$ cat src/rtl/silife_gen_scheduler_pkg.sv
// Shared definitions for the SiLife generation scheduler: register map,
// CTRL/STATUS bit positions and the step handshake FSM states.
package silife_sched_pkg;

    localparam logic [1:0] REG_CTRL   = 2'd0;
    localparam logic [1:0] REG_PERIOD = 2'd1;
    localparam logic [1:0] REG_GEN    = 2'd2;
    localparam logic [1:0] REG_STATUS = 2'd3;

    localparam int CTRL_RUN  = 0;
    localparam int CTRL_STEP = 1;
    localparam int CTRL_GCLR = 2;

    localparam int STAT_BUSY = 0;
    localparam int STAT_PEND = 1;
    localparam int STAT_RUN  = 2;
    localparam int STAT_EXT  = 3;

    typedef enum logic {
        S_IDLE = 1'b0,
        S_REQ  = 1'b1
    } state_t;

endpackage

$ cat src/rtl/silife_gen_scheduler_prescaler.sv
// Loadable down-counter: ticks when enabled at zero and reloads, holds when disabled.
module silife_prescaler #(
    parameter int WIDTH = 24
) (
    input  logic             clk,
    input  logic             reset,
    input  logic             en,
    input  logic             load,
    input  logic [WIDTH-1:0] load_val,
    output logic             tick
);

    logic [WIDTH-1:0] cnt_q, cnt_d;

    assign tick = en && !load && (cnt_q == '0);

    always_comb begin
        cnt_d = cnt_q;
        if (load) begin
            cnt_d = load_val;
        end else if (en) begin
            cnt_d = (cnt_q == '0) ? load_val : cnt_q - WIDTH'(1);
        end
    end

    always_ff @(posedge clk or posedge reset) begin
        if (reset) begin
            cnt_q <= '0;
        end else begin
            cnt_q <= cnt_d;
        end
    end

endmodule

$ cat src/rtl/silife_gen_scheduler.sv
// Wishbone-controlled generation scheduler: free-running or single-step req/ack with the grid.
// Optional external step input enabled by defining SILIFE_SCHED_EXT_TRIG_EN.
module silife_gen_scheduler
    import silife_sched_pkg::*;
#(
    parameter int PERIOD_BITS = 24,
    parameter int GEN_BITS    = 32
) (
    input  logic        clk,
    input  logic        reset,
    input  logic        i_wb_cyc,
    input  logic        i_wb_stb,
    input  logic        i_wb_we,
    input  logic [31:0] i_wb_addr,
    input  logic [31:0] i_wb_data,
    output logic        o_wb_ack,
    output logic [31:0] o_wb_data,
    output logic        o_step_req,
    input  logic        i_step_ack,
`ifdef SILIFE_SCHED_EXT_TRIG_EN
    input  logic        i_ext_step,
`endif
    output logic        o_busy
);

    logic                   ack_q, ack_d;
    logic [31:0]            rdata_q, rdata_d;
    logic                   run_q, run_d;
    logic                   pend_q, pend_d;
    logic [PERIOD_BITS-1:0] period_q, period_d;
    logic [GEN_BITS-1:0]    gen_q, gen_d;
    state_t                 state_q, state_d;
    logic                   req_q, req_d;
    logic                   busy_q, busy_d;

    logic                   wr_en, wr_ctrl, step_set, launch, done;
    logic                   presc_en, presc_load, tick;
    logic [PERIOD_BITS-1:0] reload_val;
    logic [1:0]             addr;
    logic [31:0]            rd;
    logic                   ext_edge, ext_lvl;
    logic                   unused_bits;

    assign unused_bits = ^{i_wb_addr[31:4], i_wb_addr[1:0], i_wb_data};

`ifdef SILIFE_SCHED_EXT_TRIG_EN
    logic sync1_q, sync2_q, ext_prev_q;

    always_ff @(posedge clk or posedge reset) begin
        if (reset) begin
            sync1_q    <= 1'b0;
            sync2_q    <= 1'b0;
            ext_prev_q <= 1'b0;
        end else begin
            sync1_q    <= i_ext_step;
            sync2_q    <= sync1_q;
            ext_prev_q <= sync2_q;
        end
    end

    assign ext_edge = sync2_q && !ext_prev_q;
    assign ext_lvl  = sync2_q;
`else
    assign ext_edge = 1'b0;
    assign ext_lvl  = 1'b0;
`endif

    assign addr       = i_wb_addr[3:2];
    assign ack_d      = i_wb_stb && i_wb_cyc && !ack_q;
    assign wr_en      = ack_d && i_wb_we;
    assign wr_ctrl    = wr_en && (addr == REG_CTRL);
    assign step_set   = (wr_ctrl && i_wb_data[CTRL_STEP]) || ext_edge;
    // PERIOD=0 is treated as PERIOD=1, so the reload never underflows
    assign reload_val = (period_q == '0) ? '0 : period_q - PERIOD_BITS'(1);
    assign presc_en   = run_q && (state_q == S_IDLE);
    assign presc_load = wr_ctrl && i_wb_data[CTRL_RUN] && !run_q;

    silife_prescaler #(
        .WIDTH (PERIOD_BITS)
    ) u_prescaler (
        .clk      (clk),
        .reset    (reset),
        .en       (presc_en),
        .load     (presc_load),
        .load_val (reload_val),
        .tick     (tick)
    );

    always_comb begin
        state_d = state_q;
        req_d   = req_q;
        busy_d  = busy_q;
        launch  = 1'b0;
        done    = 1'b0;
        case (state_q)
            S_IDLE: begin
                if (tick || pend_q) begin
                    state_d = S_REQ;
                    req_d   = 1'b1;
                    busy_d  = 1'b1;
                    launch  = 1'b1;
                end
            end
            S_REQ: begin
                if (i_step_ack) begin
                    state_d = S_IDLE;
                    req_d   = 1'b0;
                    busy_d  = 1'b0;
                    done    = 1'b1;
                end
            end
            default: state_d = S_IDLE;
        endcase
    end

    always_comb begin
        run_d    = run_q;
        period_d = period_q;
        pend_d   = pend_q;
        gen_d    = gen_q;
        if (wr_ctrl) run_d = i_wb_data[CTRL_RUN];
        if (wr_en && (addr == REG_PERIOD)) period_d = i_wb_data[PERIOD_BITS-1:0];
        // A step request arriving on the launch edge queues one more step
        if (launch) pend_d = 1'b0;
        if (step_set) pend_d = 1'b1;
        if (done) gen_d = gen_q + GEN_BITS'(1);
        if (wr_ctrl && i_wb_data[CTRL_GCLR]) gen_d = '0;
    end

    always_comb begin
        rd = '0;
        case (addr)
            REG_CTRL:   rd[CTRL_RUN] = run_q;
            REG_PERIOD: rd[PERIOD_BITS-1:0] = period_q;
            REG_GEN:    rd[GEN_BITS-1:0] = gen_q;
            default: begin
                rd[STAT_BUSY] = busy_q;
                rd[STAT_PEND] = pend_q;
                rd[STAT_RUN]  = run_q;
                rd[STAT_EXT]  = ext_lvl;
            end
        endcase
        rdata_d = ack_d ? rd : '0;
    end

    always_ff @(posedge clk or posedge reset) begin
        if (reset) begin
            state_q <= S_IDLE;
            req_q   <= 1'b0;
            busy_q  <= 1'b0;
        end else begin
            state_q <= state_d;
            req_q   <= req_d;
            busy_q  <= busy_d;
        end
    end

    always_ff @(posedge clk or posedge reset) begin
        if (reset) begin
            ack_q    <= 1'b0;
            rdata_q  <= '0;
            run_q    <= 1'b0;
            pend_q   <= 1'b0;
            period_q <= '0;
            gen_q    <= '0;
        end else begin
            ack_q    <= ack_d;
            rdata_q  <= rdata_d;
            run_q    <= run_d;
            pend_q   <= pend_d;
            period_q <= period_d;
            gen_q    <= gen_d;
        end
    end

    assign o_wb_ack   = ack_q;
    assign o_wb_data  = rdata_q;
    assign o_step_req = req_q;
    assign o_busy     = busy_q;

endmodule

$ cat config.mk
export PLATFORM = sky130hd
export DESIGN_NAME = silife_gen_scheduler
export DESIGN_NICKNAME = d
export VERILOG_FILES = /design/src/rtl/silife_gen_scheduler_pkg.sv /design/src/rtl/silife_gen_scheduler_prescaler.sv /design/src/rtl/silife_gen_scheduler.sv
export SDC_FILE = /design/constraint.sdc
export NUM_CORES = 1
export LEC_CHECK = 0
export BUFFER_PORTS_ARGS = -buffer_cell sky130_fd_sc_hd__buf_2
export CORE_UTILIZATION = 35
export CTS_CLUSTER_DIAMETER = 50
export DETAILED_ROUTE_END_ITERATION = 10
export PLACE_DENSITY = 0.53
export SETUP_SLACK_MARGIN = 0.1
export SYNTH_ARGS = -nofsm -noshare
export SYNTH_HDL_FRONTEND = slang
export SYNTH_SLANG_ARGS = --single-unit
$ cat constraint.sdc
create_clock -name clk -period 5.4 [get_ports clk]
set_input_delay 1.08 -clock clk [delete_from_list [all_inputs] [get_ports clk]]
set_output_delay 1.08 -clock clk [all_outputs]
set_load 0.02 [all_outputs]
; ---- Word level (Yosys, flattened, before mapping)
; Cells that the tools add are included.
[totals]
register_bits = 117
output_inout_bits = 35
in_bits = 70
[classes]
muxes = 22
bitwise_logic = 1
addsub = 3
n_eq_ne = 4
reduce_logical = 23
[op_table]
columns = cell, n
row1 = $mux W24, 4
row2 = $mux W32, 3
row3 = $logic_not A24 Y1, 2
row4 = $sub A24 B1 Y24 const B, 2
row5 = $pmux W20 S2, 1
row6 = $add A32 B1 Y32 const B, 1
row7 = $logic_and A1 B1 Y1, 12
row8 = $mux W1, 9
row9 = $pmux W3 S3, 1
row10 = $mux W8, 1
row11 = $reduce_bool A2 Y1, 3
row12 = $pmux W1 S2, 2
row13 = $logic_not A1 Y1, 3
row14 = $pmux W1 S3, 1
row15 = $eq A2 B1 Y1 const B, 1
row16 = $eq A2 B2 Y1 const B, 1
row17 = $logic_not A2 Y1, 1
row18 = $ne A2 B1 Y1 const B, 1
row19 = $ne A2 B2 Y1 const B, 1
row20 = $reduce_and A2 Y1, 1
row21 = $logic_or A1 B1 Y1, 1
row22 = $not A1 Y1, 1

; ---- Longest topological paths before layout
; Gate-level depths: netlist of run 1.
[depth]
word_depth = 14
depth_mapped = 10
ltp_nobuf = 8

; ---- By module
; A second synthesis of run 1 with hierarchy kept.
[hier_totals]
cells_unflattened = 689
hier_area_um2 = 6456.2
[by_module_without_submodules]
columns = mod, area_each_um2, seq_area_each_um2, n_inst, cells_per_inst
row1 = silife_gen_scheduler, 4695.8, 2327.2, 1, 473
row2 = silife_prescaler, 1760.4, 600.6, 1, 216

; ---- Worst setup path after synthesis of run 1
; OpenSTA, ideal clock, no wires.
[synth_timing]
kind = input-to-reg
startpoint = input i_wb_addr[2]
endpoint = register u_prescaler.cnt_q[21]
path_buffers = 2
setup_slack_ns = 2.485
arrival_time_ns = 2.825
stages = 9
setup_time_ns = 0.090
path_cell_list = inv_1 ha_1 nand2_1 or4b_1 clkbuf_1 o21a_2 or3_4 buf_6 o221ai_1
[synth_between]
elab_chain_len = 5
[synth_rtl]
columns = item, line_no
row1 = "start, declared", silife_gen_scheduler.sv:14  ; input logic [31:0] i_wb_addr,
row2 = $logic_not A2 Y1 *, silife_gen_scheduler.sv:71  ; assign wr_ctrl = wr_en && (addr == REG_CTRL);
row3 = $logic_and A1 B1 Y1 *, silife_gen_scheduler.sv:71
row4 = $logic_and A1 B1 Y1 * (2 in series), silife_gen_scheduler.sv:76  ; assign presc_load = wr_ctrl && i_wb_data[CTRL_RUN] && !run_q;
row5 = $mux W24 / $reduce_bool A2 Y1 (equally long branches), --
row6 = "end signal, assigned", silife_gen_scheduler_prescaler.sv:30  ; cnt_q <= cnt_d;
row7 = "end, declared", silife_gen_scheduler_prescaler.sv:13  ; logic [WIDTH-1:0] cnt_q, cnt_d;
; Every way passes the cells marked *; elsewhere a longest branch is shown, timed or not.
; A chain may end at the register's enable or synchronous reset.

; ---- Worst setup path in the final report of run 1
[layout_timing]
startpoint = input i_wb_addr[2]
endpoint = register u_prescaler.cnt_q[13]
; The elaborated chain is that of the path after synthesis.

==> results of run 1 <==
registers in the layout, indices dropped and copies added (netlist names):
| signal | count |
|---|---|
| state_q | 1 |
| o_wb_ack | 1 |
| pend_q | 1 |
| period_q | 24 |
| gen_q | 32 |
| o_wb_data | 32 |
| u_prescaler.cnt_q | 24 |
| o_busy | 1 |
| run_q | 1 |
cell type report:
type / instances / area, sq um
Sequential cell: 117 / 2928
Multi-Input combinational cell: 445 / 2820
Timing Repair Buffer: 69 / 352.8
Clock buffer: 18 / 429.2
Tap cell: 220 / 275.3
Clock inverter: 14 / 201.4
Fill cell: 1590 / 9478
Inverter: 10 / 40.04
report_power, final:
part           switching [W]  leakage (nW)  total [W]  internal, W
logic               0.000318          1.31   0.000546     0.000228
registers           0.000203          1.54    0.00121      0.00101
clock network       0.000424         0.301    0.00120     0.000777
total               0.000945          3.16    0.00296      0.00201
how the worst max path moves through the flow:
stage                  from               endpoint  slack (ns)  cells past startpoint
6_report       i_wb_addr[2]  u_prescaler.cnt_q[13]        2.25                      9
5_1_grt        i_wb_addr[2]  u_prescaler.cnt_q[14]        1.99                      9
4_1_cts        i_wb_addr[2]  u_prescaler.cnt_q[14]        2.25                      9
3_5_place_dp   i_wb_addr[2]  u_prescaler.cnt_q[13]        1.85                      9
3_3_place_gp   i_wb_addr[2]  u_prescaler.cnt_q[13]        1.83                      9
2_1_floorplan         reset               gen_q[0]        1.22                      1
synthesized netlist by cell type, types with 2 or more instances:
| cell | n |
|---|---|
| and2_1 | 2 |
| and4_1 | 3 |
| nand2b_1 | 3 |
| nor2b_1 | 2 |
| nor3_1 | 30 |
| o311ai_0 | 3 |
| nor4b_1 | 2 |
| ha_1 | 9 |
| nand2_1 | 47 |
| nor2_1 | 102 |
| xor2_1 | 26 |
| nor4_4 | 2 |
| nor4_2 | 3 |
| or3_1 | 6 |
| mux2_2 | 23 |
| o21ai_0 | 22 |
| o21ai_1 | 3 |
| or2_2 | 3 |
| nor4_1 | 6 |
| clkbuf_1 | 24 |
| a21oi_1 | 19 |
| nand3_1 | 14 |
| xnor2_1 | 24 |
| o221ai_1 | 5 |
| or4_1 | 3 |
| a221o_1 | 5 |
| o211ai_1 | 2 |
| nand4_1 | 16 |
| o22ai_1 | 2 |
| and3_1 | 10 |
| a31oi_1 | 4 |
| a22oi_1 | 23 |
| inv_1 | 10 |
| dfrtp_1 | 117 |
| buf_6 | 2 |
routing by layer:
metal | vias up | share of wire [%]
li1 | 2266 | -
met1 | 2354 | 45
met2 | 133 | 49
met3 | 21 | 3.8
met4 | 0 | 1.8
met5 | - | 0
logic make-up after synthesis:
group / count (synthesis) / synth area share (%)
and+or+nand+nor: 266 / 23.07
DFF: 117 / 49.53
AOI/OAI and AO/OA: 97 / 10.94
xor gates and xnor gates: 50 / 7.409
buffers and inverters: 38 / 2.752
muxes: 23 / 4.382
adders and majority gates: 9 / 1.905
layout by cell type, fill, tap and decap left out, drive strengths merged, types with 5 or more instances in the layout:
master    n
ha        9
nand4    17
nor2    103
inv      13
xnor2    24
or3       7
and3     10
clkinv    5
dfrtp   117
nor3     31
a221o     6
o221ai    5
o21ai    25
xor2     26
mux2     23
nand2    48
clkbuf   18
nand3    14
buf      69
a22oi    23
nor4     11
a21oi    19
through the flow:
stage	hold slack (ns)	setup WS [ns]	instances	power, W
5_1_grt	0.5448	1.986	893	0.003100
3_3_place_gp	0.5093	1.826	861	0.001752
3_5_place_dp	0.5128	1.847	861	0.001762
2_1_floorplan	0.4813	1.219	600	0.001584
4_1_cts	0.5259	2.254	893	0.002979
6_report	0.5270	2.248	893	0.002956
worst register-to-register path, delay by kind of cell, from the launching register on:
kind / cells / cell delay (ns)
buffers and inverters: 1 / 0.30
flip-flops: 1 / 0.46
AND/OR/NAND/NOR: 2 / 0.75
AO/OA/AOI/OAI: 3 / 1.14
==> results.toml, run 1 <==
[sta]
worstMarginPinSlew_ns = 1.237
finalSetupViolations = 0
final.period_utilization_pct = 58.36
report.final.hold_viol_count = 0
rsz0062_at_grt = "false"
min_period_ns = 3.152
finalSetupTns_ns = 0
slew_headroom_pct = 17.56
fin_skew_ns = 0.005601
slew_viol_final = 0
clock.fmax_mhz = 317.3

[finish]
final_core_util_pct = 42.64
final_area_sq_mm = 0.007047
drive_above_1_share_pct = 21.10
syn2layout_area_growth_pct = 19.22
num_antenna_cells = 0
fin_nets = 739

[synthesis]
synth_area_leaders = "dfrtp_1 (50%), nor2_1 (6.5%), mux2_2 (4.4%)"
synth_flop_cell = "dfrtp_1"
ys_ff_latch = 117
synth_edf_count = 0
synth_area_sq_mm = 0.005911
async_reset_ff_share_pct = 100.0
synth.largest_area_cell = "dfrtp_1"
synth.distinct_cells = 58
syn_inst = 600
yosysWarningCount = 0
avgSynthCellArea_sq_um = 9.851
synth_top_cell_area_share_pct = 49.53
synth_nets = 679
seq_area_frac_synth_pct = 49.53

[grt]
grt_max_degree = 82
gr-usage-met2_pct = 30.66
grt_pass1_wl_mm = 24.98
gr-total-overflow = 0
met1_usage_pct = 24.25
grt_pass1_vias = 4625
grtUsageMet3_pct = 2.960
busiest_layer = "met2"
grt.total_usage_pct = 18.51
antenna_found_initial = 0

[run]
cap_violations = 0

[power]
power_density_mw_per_mm2 = 419.5
peakVddDrop_mv = 0.2248
p_leak_nw = 3.159

[worst_setup_path]
cpMaxStageDelayCell = "or4b_1"
cp_top_family = "compound AO/OA/AOI/OAI gates"
cp_max_fo = 12
crit_buf_inv = 3
rrSetupSlack_ns = 2.63
start_kind = "primary input"
r2r-end = "u_prescaler.cnt_q[13]"
crit_path_end_kind = "register"
crit_arrival_ns = 3.45
reg2reg_from = "u_prescaler.cnt_q[8]"
slowest_delay_ns = 0.65
crit_required_ns = 5.70
ff2ff_path_depth = 6
worst-setup-path-type = "primary input to register"
path_cells = "buf_2, inv_1, ha_1, nand2_1, or4b_1, o21ai_1, buf_4, o21ai_0, a221o_1"

[drt]
viasPerCell = 5.346
wl_per_cell_microns = 17.11
wirelength_mm = 15.28
drt_iter0_drc = 383
via_count = 4774
antenna_left = 0
drt-pass1-iter-count = 5
drc = 0

[cts]
htreeDepth = 4
clk_path_buf_depth = 2
clock_latency_ns = 0.42
cts.sinks = 117
path_clk_slew_ns = 0.06
cts_tree = "yes"
cts_resized = 0
holdBufCountCts = 0
numCtsBuffers = 17
post_cts_buffers = 0
cts_root_buf = "clkbuf_16"

[worst_hold_path]
hold_class = "register to register"
worstHoldEndpoint = "u_prescaler.cnt_q[13]"
hp-start = "u_prescaler.cnt_q[13]"
hold_depth = 1

[floorplanning]
die_x_microns = 132.0
start_util_pct = 35.77
fp.dieArea_sq_mm = 0.01741
die_y_microns = 132.0
rows = 47
core_area_sq_mm = 0.01652
pin_count = 105

[placed_design]
gp_congestion = 0.8548
place_area_sq_mm = 0.006416
port_buffers = 66
dpl.hpwl_mm = 10.79

[outcome]
status = "completed"
Note: power is estimated with default switching activity, not from simulation.
==> run 2, diff against run 1 <==
--- a/config.mk
+++ b/config.mk
@@ -5,11 +5,12 @@
 export SDC_FILE = /design/constraint.sdc
 export NUM_CORES = 1
 export LEC_CHECK = 0
+export ABC_AREA = 1
 export BUFFER_PORTS_ARGS = -buffer_cell sky130_fd_sc_hd__buf_2
 export CORE_UTILIZATION = 35
 export CTS_CLUSTER_DIAMETER = 50
 export DETAILED_ROUTE_END_ITERATION = 10
-export PLACE_DENSITY = 0.53
+export PLACE_DENSITY = 0.54
 export SETUP_SLACK_MARGIN = 0.1
 export SYNTH_ARGS = -nofsm -noshare
 export SYNTH_HDL_FRONTEND = slang
==> constraint.sdc (replaced) <==
create_clock -name clk -period 2.8 [get_ports clk]
set_input_delay 0.56 -clock clk [delete_from_list [all_inputs] [get_ports clk]]
set_output_delay 0.56 -clock clk [all_outputs]
set_load 0.02 [all_outputs]
==> run 2 against run 1 <==
Cell area rose by 15%. Die area increased by 17%. Global-route usage rose by 2.4 points. First-iteration DRC count up 37%. Critical endpoint is now gen_q[20].
==> results.toml, run 2 <==
[synthesis]
syn_inst = 1004
synth_flop_cell = "dfrtp_1"
synth_edf_count = 0
ys_ff_latch = 117
synth_area_leaders = "dfrtp_1 (42%), nand2_1 (16%), nor2_1 (9.8%)"
avgSynthCellArea_sq_um = 6.907
yosys-top-cells-count = "nand2_1 (287), nor2_1 (181), dfrtp_1 (117)"
async_reset_ff_share_pct = 100.0
seq_area_frac_synth_pct = 42.22
synth.largest_area_cell = "dfrtp_1"
synth_top_cell_area_share_pct = 42.22
synth.most_common_cell = "nand2_1"
yosysWarningCount = 0
synth.distinct_cells = 34
synth_nets = 1083
synth_area_sq_mm = 0.006934

[cts]
holdBufCountCts = 0
cts_tree = "yes"
post_cts_buffers = 0
clk_path_buf_depth = 2
htreeDepth = 4
cts_resized = 0
clock_latency_ns = 0.43
numCtsBuffers = 17
path_clk_slew_ns = 0.06
cts_root_buf = "clkbuf_16"
cts.sinks = 117

[sta]
slew_viol_final = 0
fin_worst_hold_slack_ns = 0.3111
finalSetupTns_ns = 0
fin_skew_ns = 0.01546
worstMarginPinSlew_ns = 0.7481
finalSetupViolations = 0
min_period_ns = 2.088
rsz0062_at_grt = "false"
report.final.hold_viol_count = 0
timing.final.ws_setup_ns = 0.7118
slew_headroom_pct = 50.01
final.period_utilization_pct = 74.58
clock.fmax_mhz = 478.9

[grt]
grt.total_usage_pct = 20.91
antenna_found_initial = 0
grt_pass1_vias = 6087
gr-total-overflow = 0
grt_max_degree = 118
grt_pass1_wl_mm = 32.42

[power]
p_sw_share_pct = 37.78
pwr-share-clk_pct = 34.1
p_sw_w = 0.002301
power_density_mw_per_mm2 = 750.5
p_comb_share_pct = 24.8
p_seq_share_pct = 41.1
cellInternalPower_w = 0.003789
peakVddDrop_mv = 0.3061
p_leak_nw = 3.964

[worst_setup_path]
crit_required_ns = 3.15
rrSetupSlack_ns = 0.71
crit_path_end_kind = "register"
cp_max_fo = 8
start_kind = "register"
crit_arrival_ns = 2.44
worst-setup-path-type = "register to register"

[drt]
drt_iter0_drc = 526
viasPerCell = 4.915
drc = 0
wl_per_cell_microns = 14.89
wirelength_mm = 20.12
antenna_left = 0
drt-pass1-iter-count = 5
via_count = 6640

[floorplanning]
start_util_pct = 35.63
die_x_microns = 142.8
pin_count = 105
die_y_microns = 142.8
fp.dieArea_sq_mm = 0.02038
core_area_sq_mm = 0.01946
rows = 51

[finish]
num_antenna_cells = 0
layout_commonest_cell = "nand2_1"
fin_nets = 1153
syn2layout_area_growth_pct = 17.02
drive_above_1_share_pct = 12.06
final_cell_mix = "nand2_1 (287), nor2_1 (181), dfrtp_1 (117), inv_1 (101), nand3_1 (78)"

[placed_design]
dpl.hpwl_mm = 14.71
dp_slack_ns = 0.4165
gp_congestion = 0.8889
port_buffers = 66

[run]
cap_violations = 0

[outcome]
status = "completed"

[worst_hold_path]
hold_class = "primary input to async pin"
run 2: area by class of cell:
cell class	count	area [sq um]
clock buffer	17	425.4
clock inverter	14	130.1
fill	2045	11350
inverter	106	401.6
multi-input combinational	753	3457
sequential	117	2928
tap	265	331.6
timing repair buffer	79	440.4
run 2: through the flow:
stage                     util [%]  cell area (sq um)  total power (W)  cells
after floorplan                  -               6938         0.003547   1004
after global placement       38.84               7559         0.004009   1320
after detailed placement     38.84               7559         0.004026   1320
after CTS                    41.69               8114         0.006137   1351
after global routing         41.69               8114         0.006520   1351
final                        41.69               8114         0.006089   1351
run 2: metal layers:
metal  vias to the layer above  global-route usage, %  wire, microns
met1                      3065                  31.06          10260
met5                         -                      0              0
li1                       3359                      -              -
met3                        24                  4.393           1201
met4                         0                  6.395            272
met2                       192                  30.06           8385
run 2: final timing paths:
check                                           from                   end  cells past startpoint
worst max-delay path                        gen_q[0]             gen_q[20]                      9
worst min register to register  u_prescaler.cnt_q[0]  u_prescaler.cnt_q[0]                      2
max in group asynchronous                      reset  u_prescaler.cnt_q[7]                      3
worst max register to register              gen_q[0]             gen_q[20]                      9
worst min-delay path                           reset         o_wb_data[11]                      3
min in group clk                          i_step_ack               state_q                      2
run 2: worst max-delay path, stage by stage (launching register included):
cell	delay, ns
dfrtp_1	0.53
ha_1	0.34
nand3_1	0.18
inv_1	0.11
nand2_1	0.16
nor3_1	0.24
nand4_1	0.19
nand2_1	0.10
nand2_1	0.05
nor2_1	0.10
run 2: kinds of logic (layout without fill, tap and decap cells):
kind of cell	after synthesis	after routing	synth area share, %
AO/OA/AOI/OAI	112	112	8.391
XOR/XNOR	19	19	2.400
adder cells (fa/ha/maj)	9	9	1.624
buffers and inverters	134	216	7.993
flip-flops	117	117	42.22
multiplexers	2	2	0.3248
AND/OR/NAND/NOR	611	611	37.04
run 2: power by group through the flow:
stage          Sequential (W)  Combinational [W]  Clock (W)
3_3_place_gp          0.00252            0.00149          0
2_1_floorplan         0.00238            0.00117          0
3_5_place_dp          0.00252            0.00151          0
6_report              0.00250            0.00151    0.00208
4_1_cts               0.00249            0.00152    0.00212
5_1_grt               0.00256            0.00177    0.00219
==> run 3, diff against run 2 <==
--- a/config.mk
+++ b/config.mk
@@ -5,12 +5,12 @@
 export SDC_FILE = /design/constraint.sdc
 export NUM_CORES = 1
 export LEC_CHECK = 0
-export ABC_AREA = 1
+export ABC_AREA = 0
 export BUFFER_PORTS_ARGS = -buffer_cell sky130_fd_sc_hd__buf_2
 export CORE_UTILIZATION = 35
 export CTS_CLUSTER_DIAMETER = 50
 export DETAILED_ROUTE_END_ITERATION = 10
-export PLACE_DENSITY = 0.54
+export PLACE_DENSITY = 0.53
 export SETUP_SLACK_MARGIN = 0.1
 export SYNTH_ARGS = -nofsm -noshare
 export SYNTH_HDL_FRONTEND = slang
==> constraint.sdc (replaced) <==
create_clock -name clk -period 2 [get_ports clk]
set_input_delay 0.4 -clock clk [delete_from_list [all_inputs] [get_ports clk]]
set_output_delay 0.4 -clock clk [all_outputs]
set_load 0.02 [all_outputs]
==> run 3 against run 2 <==
The run now ends with negative setup slack left. Routed wire length down 12%. Register-to-register slack worse by 0.86 ns. Sequential cell count unchanged. First-iteration DRC count is 40% lower. Via count down 19%. Combinational power grew 97%. Final cell count decreased by 23%. Maximum frequency decreased by 2.9%. Non-clock buffer count increased by 131. Clock power grew 43%. Die area shrank 15%.
==> results.toml, run 3 (synthesized netlist as in run 1, its figures left out) <==
[drt]
met1_length_mm = 7.686
via_count = 5356
wirelength_mm = 17.66
met3_wirelength_microns = 711
drc = 0
antenna_left = 0
drt-pass1-iter-count = 7
topRoutingLayerUsed = "met4"
wl_met2_mm = 8.902
viasPerCell = 5.175
drt_iter0_drc = 317
wl_per_cell_microns = 17.06

[worst_setup_path]
rrSetupSlack_ns = -0.15
path_cells = "or4_4, or3_4, nor2_8, nand2_4, or4_1, o211ai_1"
crit_path_end_kind = "register"
worst-setup-path-type = "register to register"
crit_required_ns = 2.32
crit_arrival_ns = 2.47
cp_max_fo = 3
start_kind = "register"
ff2ff_path_depth = 6
slowest_delay_ns = 0.54
r2r-end = "u_prescaler.cnt_q[23]"
reg2reg_from = "u_prescaler.cnt_q[2]"
cpMaxStageDelayCell = "or4_4"

[power]
p_comb_share_pct = 33.1
cellInternalPower_w = 0.006008
p_seq_share_pct = 33.9
p_sw_w = 0.002962
pwr-share-clk_pct = 33.1
p_leak_nw = 3.931
p_sw_share_pct = 33.02
peakVddDrop_mv = 0.6603
power_density_mw_per_mm2 = 1049

[cts]
cts.sinks = 117
holdBufCountCts = 0
cts_root_buf = "clkbuf_16"
clk_path_buf_depth = 2
path_clk_slew_ns = 0.06
cts_tree = "yes"
clock_latency_ns = 0.41
htreeDepth = 4
numCtsBuffers = 17

[finish]
fill_cells = 1468
final_cell_count_no_fill = 1035
layout_commonest_cell = "buf_4"
regArea_sq_mm = 0.002929
final_cell_mix = "buf_4 (126), dfrtp_1 (116), nor2_1 (93), buf_2 (66), nand2_1 (45)"
multiInputGateArea_sq_mm = 0.003193
syn2layout_area_growth_pct = 44.75
final_area_sq_mm = 0.008556
fin_nets = 881
drive_above_1_share_pct = 41.10
num_antenna_cells = 0

[floorplanning]
rows = 47
core_area_sq_mm = 0.01652
die_y_microns = 132.0
pin_count = 105
fp.dieArea_sq_mm = 0.01741
die_x_microns = 132.0
start_util_pct = 35.77

[run]
cap_violations = 0

[sta]
finalSetupTns_ns = -1.103
finalSetupViolations = 16
rsz0062_at_grt = "true"
clock.fmax_mhz = 465.1
timing.final.ws_setup_ns = -0.1499
report.final.hold_viol_count = 0
min_period_ns = 2.150
final.period_utilization_pct = 107.5
fin_skew_ns = 0.009345
slew_viol_final = 0
worstMarginPinSlew_ns = 0.6198
slew_headroom_pct = 58.68

[grt]
gr-total-overflow = 0
grt_pass1_wl_mm = 28.74
antenna_found_initial = 0
grt_pass1_vias = 5482
grt.total_usage_pct = 21.33
grt_max_degree = 118

[placed_design]
place_inst = 984
dpl.hpwl_mm = 12.51
gp_congestion = 0.8692
place_area_sq_mm = 0.007522
port_buffers = 66

[outcome]
status = "complete, but fails checks"
violations = "negative setup slack"

[worst_hold_path]
hold_class = "primary input to async pin"
[run 3: stage by stage]
| step | hold WS (ns) | total power, W | setup slack, ns | utilization (%) |
|---|---|---|---|---|
| floorplan | 0.4851 | 0.004404 | -0.1670 | - |
| global placement | 0.5138 | 0.005644 | -0.3870 | 45.52 |
| detailed placement | 0.5088 | 0.005680 | -0.4349 | 45.52 |
| CTS | 0.2043 | 0.008874 | -0.1316 | 50.52 |
| global route | 0.2085 | 0.009432 | -0.2215 | 51.78 |
| finish | 0.1788 | 0.008971 | -0.1499 | 51.78 |
[run 3: timing repair]
item                       in CTS  in global routing
setup endpoints to repair      33                 38
cloned                          1                  0
resized for setup              39                 33
pin swaps                      16                 20
buffers inserted               12                  6
[run 3: metal layers]
metal	vias up	track usage, %
li1	2556	-
met1	2633	27.20
met2	135	35.83
met3	32	4.729
met4	0	7.041
met5	-	0
[run 3: layout make-up]
cell class | instances | share of cell area [%]
well taps | 220 | 3.217
repair buffers | 210 | 17.80
clock inverters | 11 | 1.477
multi-input cells | 446 | 37.32
flip-flops and latches | 117 | 34.24
clock buffers | 21 | 5.265
inverters | 10 | 0.6873
[run 3: worst max path at each step]
stage	startpoint	end	depth (start not counted)
after floorplan	o_wb_ack	u_prescaler.cnt_q[21]	7
after global placement	i_wb_addr[3]	u_prescaler.cnt_q[9]	9
after detailed placement	i_wb_addr[3]	u_prescaler.cnt_q[9]	9
after global routing	u_prescaler.cnt_q[2]	u_prescaler.cnt_q[15]	7
final	u_prescaler.cnt_q[2]	u_prescaler.cnt_q[23]	6
after CTS	u_prescaler.cnt_q[1]	u_prescaler.cnt_q[23]	6
[run 3: critical path, delay by kind of cell, from the launching register on]
| family | cells | cell delay (ns) |
|---|---|---|
| compound gates | 1 | 0.10 |
| flops | 1 | 0.38 |
| simple gates | 5 | 1.59 |
[run 3: power by group through the flow]
| stage | Combinational [W] | Clock [W] | Sequential (W) |
|---|---|---|---|
| final | 0.00297 | 0.00297 | 0.00304 |
| after global routing | 0.00321 | 0.00314 | 0.00308 |
| after CTS | 0.00283 | 0.00303 | 0.00302 |
| after detailed placement | 0.00263 | 0 | 0.00305 |
| after global placement | 0.00261 | 0 | 0.00304 |
| after floorplan | 0.00128 | 0 | 0.00313 |
